`src/rtl/array_bank_loader_if.sv`:
```
// Sample stream in, bank group out.
// One valid/ready handshake on each side.
interface array_bank_loader_if;
  logic       in_valid;
  logic       in_ready;
  logic [7:0] in_data;
  logic       in_last;
  logic       out_valid;
  logic       out_ready;
  logic [4:0] fill_cnt;
  logic [7:0] bank0, bank1, bank2, bank3;
  logic [7:0] bank4, bank5, bank6, bank7;
  logic [7:0] bank8, bank9, bank10, bank11;
  logic [7:0] bank12, bank13, bank14, bank15;

  modport slave (
    input  in_valid, in_data, in_last, out_ready,
    output in_ready, out_valid, fill_cnt,
    output bank0, bank1, bank2, bank3,
    output bank4, bank5, bank6, bank7,
    output bank8, bank9, bank10, bank11,
    output bank12, bank13, bank14, bank15
  );

  modport master (
    output in_valid, in_data, in_last, out_ready,
    input  in_ready, out_valid, fill_cnt,
    input  bank0, bank1, bank2, bank3,
    input  bank4, bank5, bank6, bank7,
    input  bank8, bank9, bank10, bank11,
    input  bank12, bank13, bank14, bank15
  );
endinterface

```
`src/rtl/array_bank_loader.sv`:
```
// Deserializes 8-bit samples into 16 bank registers
// and hands the full group to the adder tree.
module array_bank_loader #(
  parameter bit ZERO_FILL = 1'b1
) (
  input  logic clk,
  input  logic rst,
  input  logic abort,
  array_bank_loader_if.slave b
);

  typedef enum logic {FILL, HOLD} state_t;

  state_t     state;
  logic [3:0] idx;
  logic [4:0] cnt;
  logic       valid;
  logic [7:0] bank [16];

  // Ready depends only on state and reset, never on in_valid.
  assign b.in_ready  = (state == FILL) && !rst;
  assign b.out_valid = valid;
  assign b.fill_cnt  = cnt;

  assign b.bank0  = bank[0];
  assign b.bank1  = bank[1];
  assign b.bank2  = bank[2];
  assign b.bank3  = bank[3];
  assign b.bank4  = bank[4];
  assign b.bank5  = bank[5];
  assign b.bank6  = bank[6];
  assign b.bank7  = bank[7];
  assign b.bank8  = bank[8];
  assign b.bank9  = bank[9];
  assign b.bank10 = bank[10];
  assign b.bank11 = bank[11];
  assign b.bank12 = bank[12];
  assign b.bank13 = bank[13];
  assign b.bank14 = bank[14];
  assign b.bank15 = bank[15];

  // Fill/hold sequencer: reset, then abort, then handshakes.
  always_ff @(posedge clk) begin
    if (rst) begin
      state <= FILL;
      idx   <= '0;
      cnt   <= '0;
      valid <= 1'b0;
      for (int i = 0; i < 16; i++)
        bank[i] <= '0;
    end else if (abort) begin
      state <= FILL;
      idx   <= '0;
      cnt   <= '0;
      valid <= 1'b0;
    end else begin
      unique case (state)
        FILL: begin
          if (b.in_valid) begin
            bank[idx] <= b.in_data;
            idx       <= idx + 4'd1;
            cnt       <= cnt + 5'd1;
            if (idx == 4'd15 || b.in_last) begin
              state <= HOLD;
              valid <= 1'b1;
              if (ZERO_FILL) begin
                for (int i = 0; i < 16; i++)
                  if (i > int'(idx))
                    bank[i] <= '0;
              end
            end
          end
        end
        HOLD: begin
          if (b.out_ready) begin
            state <= FILL;
            idx   <= '0;
            cnt   <= '0;
            valid <= 1'b0;
          end
        end
        default: state <= FILL;
      endcase
    end
  end

endmodule
```
`src/flat_wrapper.sv`:
```
// flat-port wrapper written by rule: the top's interface ports become plain ports
module array_bank_loader_flat 
#(
  parameter bit ZERO_FILL = 1'b1
)
  (clk, rst, abort, b_in_valid, b_in_data, b_in_last, b_out_ready, b_in_ready, b_out_valid, b_fill_cnt, b_bank0, b_bank1, b_bank2, b_bank3, b_bank4, b_bank5, b_bank6, b_bank7, b_bank8, b_bank9, b_bank10, b_bank11, b_bank12, b_bank13, b_bank14, b_bank15);
  array_bank_loader_if b_i ();
  input  logic clk;
  input  logic rst;
  input  logic abort;
  input wire logic [$bits(b_i.in_valid)-1:0] b_in_valid;
  input wire logic [$bits(b_i.in_data)-1:0] b_in_data;
  input wire logic [$bits(b_i.in_last)-1:0] b_in_last;
  input wire logic [$bits(b_i.out_ready)-1:0] b_out_ready;
  output wire logic [$bits(b_i.in_ready)-1:0] b_in_ready;
  output wire logic [$bits(b_i.out_valid)-1:0] b_out_valid;
  output wire logic [$bits(b_i.fill_cnt)-1:0] b_fill_cnt;
  output wire logic [$bits(b_i.bank0)-1:0] b_bank0;
  output wire logic [$bits(b_i.bank1)-1:0] b_bank1;
  output wire logic [$bits(b_i.bank2)-1:0] b_bank2;
  output wire logic [$bits(b_i.bank3)-1:0] b_bank3;
  output wire logic [$bits(b_i.bank4)-1:0] b_bank4;
  output wire logic [$bits(b_i.bank5)-1:0] b_bank5;
  output wire logic [$bits(b_i.bank6)-1:0] b_bank6;
  output wire logic [$bits(b_i.bank7)-1:0] b_bank7;
  output wire logic [$bits(b_i.bank8)-1:0] b_bank8;
  output wire logic [$bits(b_i.bank9)-1:0] b_bank9;
  output wire logic [$bits(b_i.bank10)-1:0] b_bank10;
  output wire logic [$bits(b_i.bank11)-1:0] b_bank11;
  output wire logic [$bits(b_i.bank12)-1:0] b_bank12;
  output wire logic [$bits(b_i.bank13)-1:0] b_bank13;
  output wire logic [$bits(b_i.bank14)-1:0] b_bank14;
  output wire logic [$bits(b_i.bank15)-1:0] b_bank15;
  assign b_i.in_valid = b_in_valid;
  assign b_i.in_data = b_in_data;
  assign b_i.in_last = b_in_last;
  assign b_i.out_ready = b_out_ready;
  assign b_in_ready = b_i.in_ready;
  assign b_out_valid = b_i.out_valid;
  assign b_fill_cnt = b_i.fill_cnt;
  assign b_bank0 = b_i.bank0;
  assign b_bank1 = b_i.bank1;
  assign b_bank2 = b_i.bank2;
  assign b_bank3 = b_i.bank3;
  assign b_bank4 = b_i.bank4;
  assign b_bank5 = b_i.bank5;
  assign b_bank6 = b_i.bank6;
  assign b_bank7 = b_i.bank7;
  assign b_bank8 = b_i.bank8;
  assign b_bank9 = b_i.bank9;
  assign b_bank10 = b_i.bank10;
  assign b_bank11 = b_i.bank11;
  assign b_bank12 = b_i.bank12;
  assign b_bank13 = b_i.bank13;
  assign b_bank14 = b_i.bank14;
  assign b_bank15 = b_i.bank15;
  array_bank_loader #(.ZERO_FILL(ZERO_FILL)) u_core (.clk(clk), .rst(rst), .abort(abort), .b(b_i));
endmodule
```
`config.mk`:
```
export PLATFORM = sky130hd
export DESIGN_NAME = array_bank_loader_flat
export DESIGN_NICKNAME = d
export VERILOG_FILES = /design/src/rtl/array_bank_loader_if.sv /design/src/rtl/array_bank_loader.sv /design/src/flat_wrapper.sv
export SDC_FILE = /design/constraint.sdc
export NUM_CORES = 1
export LEC_CHECK = 0
export CAP_MARGIN = 30
export CELL_PAD_IN_SITES_DETAIL_PLACEMENT = 1
export CELL_PAD_IN_SITES_GLOBAL_PLACEMENT = 1
export CORE_UTILIZATION = 29
export CTS_CLUSTER_DIAMETER = 50
export DETAILED_ROUTE_END_ITERATION = 8
export GPL_TIMING_DRIVEN = 0
export PLACE_DENSITY_LB_ADDON = 0.05
export SLEW_MARGIN = 30
export SYNTH_ARGS = -nofsm -noshare
export SYNTH_HDL_FRONTEND = slang
export SYNTH_SLANG_ARGS = --single-unit
```
`constraint.sdc`:
```
create_clock -name clk -period 6.25 [get_ports clk]
set_input_delay 1.25 -clock clk [delete_from_list [all_inputs] [get_ports clk]]
set_output_delay 1.25 -clock clk [all_outputs]
set_load 0.05 [all_outputs]
```
---- After elaboration in Yosys (flattened, before gate mapping) ----
Memories as Yosys holds them, arrays and structs flattened.
Cells that the tools add are included.
operators by class
  order comparisons ....................... 15
  $add $sub $neg .......................... 2
  reduce and logical (&&, ||, !) cells .... 7
  equal/unequal tests ..................... 4
  mux-type cells .......................... 144
  bitwise logic cells ..................... 16
operator list
  operator                                                             count
  8-bit 2-to-1 mux                                                     16
  1-bit 2-to-1 mux                                                     119
  4-bit > comparator, first input constant                             8
  3-bit by 4-bit > comparator with 1-bit output, first input constant  4
  1-bit bitwise OR                                                     15
  4-bit 2-to-1 mux                                                     3
  5-bit 2-to-1 mux                                                     2
  5-bit one-hot mux with 2 select lines                                1
  2-bit by 4-bit > comparator with 1-bit output, first input constant  2
  4-bit one-hot mux with 2 select lines                                1
  8-bit OR reduction                                                   1
  2-bit inequality test, second input constant                         3
  5-bit by 1-bit adder with 5-bit output, second input constant        1
  4-bit by 1-bit adder with 4-bit output, second input constant        1
  4-bit == test, second input constant                                 1
  1-bit by 4-bit > comparator with 1-bit output, first input constant  1
  1-bit one-hot mux with 2 select lines                                2
  3-bit AND reduction                                                  1
  2-bit AND reduction                                                  1
  2-bit OR reduction                                                   1
  1-bit logical AND                                                    1
  1-bit zero test                                                      1
  1-bit logical OR                                                     1
  1-bit inverter                                                       1
word-level totals
  bits in writable memories ............... 128
  logic and storage cells ................. 193
  register bits after elaboration ......... 11
  input bits .............................. 14
  output and inout port bits .............. 135
  memories ................................ 1
memories
  memory       words  width  rd ports  clocked after Yosys merged registers in  wr ports  RTL line                 RTL
  u_core.bank  16     8      16        0                                        16        array_bank_loader.sv:18  logic [7:0] bank [16];

---- Logic depth before layout (Yosys ltp) ----
  depth in word-level cells ............... 9
  depth in mapped cells ................... 6
  gate-level depth less buffers ........... 5

---- Worst setup path after synthesis ----
OpenSTA, ideal clock, no wires.
  kind .................................... input-to-output
  from .................................... input rst
  to ...................................... output b_in_ready
  buffers on the path ..................... 3
  stages on the path ...................... 4
  required time ........................... 5.000 ns
  slack ................................... 2.525 ns
  arrival time ............................ 2.475 ns
  cells stage by stage .................... clkbuf_1 > buf_2 > buf_1 > nor2_1
between the ends
  cells in the longest elaborated chain, start to end .. 2
RTL lines
  item               RTL line                 RTL
  from (decl)        flat_wrapper.sv:9        input logic rst;
  1-bit zero test    array_bank_loader.sv:21  assign b.in_ready = (state == FILL) && !rst;
  1-bit logical AND  array_bank_loader.sv:21
  to (decl)          flat_wrapper.sv:15       output wire logic [$bits(b_i.in_ready)-1:0] b_in_ready;
No other way between the ends.

---- Final worst setup path ----
Same ends and word-level chain as after synthesis.

==> results <==
- The flow ran to the end, and the final reports show no timing, DRC or antenna violations.
- The total leakage power is between 2 and 3 nW.
- Ranked by total cell area, the synthesized netlist is headed by sky130_fd_sc_hd__edfxtp_1 (41%), sky130_fd_sc_hd__dfxtp_1 (20%), sky130_fd_sc_hd__nor2_1 (4.5%).
- The cell type with the largest total area after synthesis is sky130_fd_sc_hd__edfxtp_1.
- Across every metal layer, demand over resource in global routing totals 18.92%.
- The remaining design rule violation count is 0.
- Summing the areas of all compound-gate instances in the mapped netlist gives 12.28% of the synthesized area.
- The final layout contains ~720 nets.
- The core footprint is 0.01959 sq mm.
- The register-to-register path setup slack is 3780 ps.
- The H-tree level count is 4.
- The max-slew headroom at the worst pin is between 30% and 40%.
- The number of failing setup endpoints in the final timing report is 0.
- The slowest library cell on the worst path is sky130_fd_sc_hd__clkdlybuf4s50_1.
- The worst ir drop on vdd is approximately 180 uV.
- The wire-length estimate of the detail-placed layout is around 13 mm.
- The launch instance of the worst min-delay path is u_core.b.fill_cnt[4].
- The detail-routed net length per standard cell is 19.07 um.
- The delay contributed by the slowest stage of the critical path is 730 ps.
- After synthesis, the largest family of logic cells by area is simple AND/OR/NAND/NOR gates.
- In the layout the commonest cells are sky130_fd_sc_hd__clkdlybuf4s50_1 (139), sky130_fd_sc_hd__edfxtp_1 (80), sky130_fd_sc_hd__nor2_1 (70), sky130_fd_sc_hd__dfxtp_1 (59).
- The die is 143.6 um wide.
- The number of failing hold endpoints at the final stage was 0.
- The portion of synthesized area spent on multiplexers is less than 1%.
- Buffers inserted to repair hold after CTS numbered 0.
- For the final database, setup skew stands at slightly below 8 ps.
- Using the TritonRoute via totals, the vias-per-cell ratio works out to 4.854.
- The final antenna-violating net count is 0.
- The critical path capture point type is an output pin.
- Setup repair after global routing left no endpoint under its margin.
- The class of the tightest hold or removal check is register to register.
- The number of global-route vias before repair came to 4936.
- The number of antenna violations at the first check in global routing came to 0.
- The number of I/O pins is 149.
- The synthesized netlist devotes 1.075% of its cell area to adder and majority cells.
- The congestion estimate from routability-driven global placement came to 0.7683.
- The number of synthesized register bits is roughly 140.
- The number of sinks driven by the clock tree is 139.
- The most prevalent standard cell on the critical path is sky130_fd_sc_hd__clkdlybuf4s50_1.
- The library cell used most frequently in the layout, excluding fill and tap cells, is sky130_fd_sc_hd__clkdlybuf4s50_1.
- Clock-pin slew was measured on the worst setup and hold paths at 60 ps.
- The maximum count of clock buffers along a single path is 2.
- In the final layout, the share of cells above drive strength 1 is 7.961%.
- In this run, distinct cell masters in the synthesized netlist total 42.
- The die covers 0.02063 sq mm.
- During placement, the flow inserted port buffers numbering 139.
- For hold timing, the worst endpoint is u_core.b.fill_cnt[4].
- The routed design could run at a clock period as short as 5432 ps.
- The via count is 4762.
- The signal on the critical path passes through clkdlybuf4s50_1, clkbuf_1, buf_2, buf_1, nor2_1, clkdlybuf4s50_1.
- The biggest fanout along the worst timing path is 10.
- Of the post-synthesis cell area, the dominant cell type holds 41.29%.
- For the worst-skew pair, the clock arrives at the later sink with an insertion delay of ~420 ps.
- Summing the areas of all and, or, nand and nor instances in the mapped netlist gives 19.96% of the synthesized area.
- The worst path uses 86.91% of the clock period.
- The post-cts sizing count is 0.
- The layout overhead on the synthesized area is 39.94%.
- TritonCTS built the clock tree.
- The maximum clock frequency is ~0.18 GHz.
- The startpoint type of the worst setup path is an input pin.
- The endpoint of the lowest-slack register-to-register path is u_core.bank[9][6].
- The post-synthesis sequential area ratio is 61.59%.
- After the first detailed-routing iteration, the DRC count stood at 277.
- Row generation in the floorplan step produced 51 rows.
- The final-report max-slew violation count is 0.
- The first global-routing pass estimated 28.39 mm of wire.
- After synthesis the cells add up to 0.005818 sq mm.
- For this configuration, the core starts out at a cell density of 29.70%.
- The cell depth of the worst min-delay path is 2.
- Each instance of the synthesized netlist takes up on average 10.68 sq um.
- Summed over all failing endpoints, the final setup total negative slack is 0 ps.
- The total of warnings raised by yosys is 0.
- The total global routing overflow is 0.
- Summing the areas of all xor and xnor instances in the mapped netlist gives 0% of the synthesized area.
- The repair_antennas step left the layout with diodes totalling 0.
- Across the run, the number of max-cap violations was 0.
- The number of nets produced by synthesis is 564.
- Data on the critical path arrives at its endpoint at about 4200 ps.
- After detailed placement, the total cell area comes to 0.007541 sq mm.
- Data on the critical path is required at its endpoint by 5000 ps.
- The die height is about 140 um.
- The worst-case reg-to-reg path depth is 5.
- The number of instances in the synthesized netlist is 545.
- The pre-antenna-repair detailed-routing pass consisted of 5 iterations.
- TritonCTS created 17 clock buffers.
- Clock tree synthesis selected as its root buffer the cell sky130_fd_sc_hd__clkbuf_16.
- In this run the post-CTS setup repair buffer count came out at 0.
- The category of the most critical setup path is input pin to output pin.
- In this run the critical register-to-register path is launched from u_core.idx[0].
- For this design the ratio of total power to cell area is 274.3 mW/mm^2.
- Once layout is done, the placed cells without fillers occupy approximately 0.0081 sq mm.
- At the pin with the least slew margin, the transition time is 924.9 ps.
- The maximum number of pins on one net before global-route repair is 17.
- The final layout contains routed wiring with a total length of 18.71 mm.
-- per-stage QoR --
step           instances  worst slack [ps]  power (mW)  utilization [%]  hold slack (ps)
2_1_floorplan        545              2525       1.173                -            557.1
3_3_place_gp         949             763.3       1.263            38.49            459.3
4_1_cts              981             763.8       2.257            41.43            480.5
5_1_grt              981             669.1       2.306            41.56            495.0
6_report             981             818.2       2.233            41.56            479.1
3_5_place_dp         949             778.9       1.266            38.49            469.7
-- layout make-up --
class / instances / area (sq um)
clock buffers: 18 / 429.2
inverters: 13 / 48.80
well taps: 265 / 331.6
fillers: 2196 / 11450
clock inverters: 14 / 146.4
repair buffers: 139 / 1391
flip-flops and latches: 139 / 3583
plain buffers: 49 / 207.7
multi-input cells: 344 / 2003
-- worst max-delay path: cells and delay by family --
kind,cells,cell delay [ps]
buffers and inverters,5,2800
and+or+nand+nor,1,130
-- where the power goes --
| part | internal (mW) | total, mW | switching (mW) |
|---|---|---|---|
| Combinational | 0.0621 | 0.239 | 0.177 |
| Clock | 0.588 | 0.989 | 0.401 |
| Sequential | 0.994 | 1.00 | 0.0100 |
-- synth_stat cells --
library cell / n
sky130_fd_sc_hd__nand3b_1: 5
sky130_fd_sc_hd__o211a_1: 1
sky130_fd_sc_hd__buf_4: 1
sky130_fd_sc_hd__a21o_1: 2
sky130_fd_sc_hd__nand2b_1: 3
sky130_fd_sc_hd__ha_1: 5
sky130_fd_sc_hd__a211oi_1: 1
sky130_fd_sc_hd__a32o_1: 10
sky130_fd_sc_hd__or4b_1: 1
sky130_fd_sc_hd__a21boi_0: 2
sky130_fd_sc_hd__or2_2: 3
sky130_fd_sc_hd__o21a_1: 1
sky130_fd_sc_hd__and3_1: 10
sky130_fd_sc_hd__clkbuf_1: 31
sky130_fd_sc_hd__nor3_1: 3
sky130_fd_sc_hd__nor3_4: 2
sky130_fd_sc_hd__a41o_1: 1
sky130_fd_sc_hd__or3_1: 4
sky130_fd_sc_hd__a221o_1: 3
sky130_fd_sc_hd__clkbuf_2: 4
sky130_fd_sc_hd__nor2b_1: 36
sky130_fd_sc_hd__buf_2: 12
sky130_fd_sc_hd__nand4bb_1: 1
sky130_fd_sc_hd__nor4b_2: 2
sky130_fd_sc_hd__and3b_1: 4
sky130_fd_sc_hd__inv_1: 13
sky130_fd_sc_hd__and2_1: 8
sky130_fd_sc_hd__nand2_1: 32
sky130_fd_sc_hd__nor2_1: 70
sky130_fd_sc_hd__edfxtp_1: 80
sky130_fd_sc_hd__mux2i_1: 4
sky130_fd_sc_hd__nor3b_1: 2
sky130_fd_sc_hd__dfxtp_1: 59
sky130_fd_sc_hd__buf_1: 1
sky130_fd_sc_hd__a31oi_1: 3
sky130_fd_sc_hd__o21ai_0: 37
sky130_fd_sc_hd__nor4_1: 1
sky130_fd_sc_hd__a2111oi_2: 2
sky130_fd_sc_hd__o32ai_1: 8
sky130_fd_sc_hd__nand3_1: 37
sky130_fd_sc_hd__a211o_1: 4
sky130_fd_sc_hd__a21oi_1: 36
-- how the worst max path moves through the flow --
stage | startpoint | endpoint | slack, ps | cells after the start
final | rst | b_in_ready | 820 | 6
after detailed placement | rst | b_in_ready | 780 | 6
after global placement | rst | b_in_ready | 760 | 6
after global routing | rst | b_in_ready | 670 | 6
after CTS | rst | b_in_ready | 760 | 6
after floorplan | rst | b_in_ready | 2520 | 4
-- flip-flops by register name, summed over array words and instances, names as in the netlist --
register / cells
u_core.state: 1
u_core.bank: 128
u_core.idx: 4
u_core.b.out_valid: 1
u_core.b.fill_cnt: 5
-- logic make-up (layout without fill, tap and decap cells) --
kind of cell | count (synthesis) | after routing
compound gates | 111 | 111
simple gates | 224 | 224
flops | 139 | 139
fa+ha+maj | 5 | 5
mux | 4 | 4
buf+inv | 62 | 233
-- layer usage --
layer	share of wire (%)	routed length [um]	track usage, %
met1	44	8286	23.33
met2	51	9500	32.91
met3	3.6	665	3.899
met4	1.4	257	6.047
met5	0	0	0
Power figures use the tool's default switching activity.
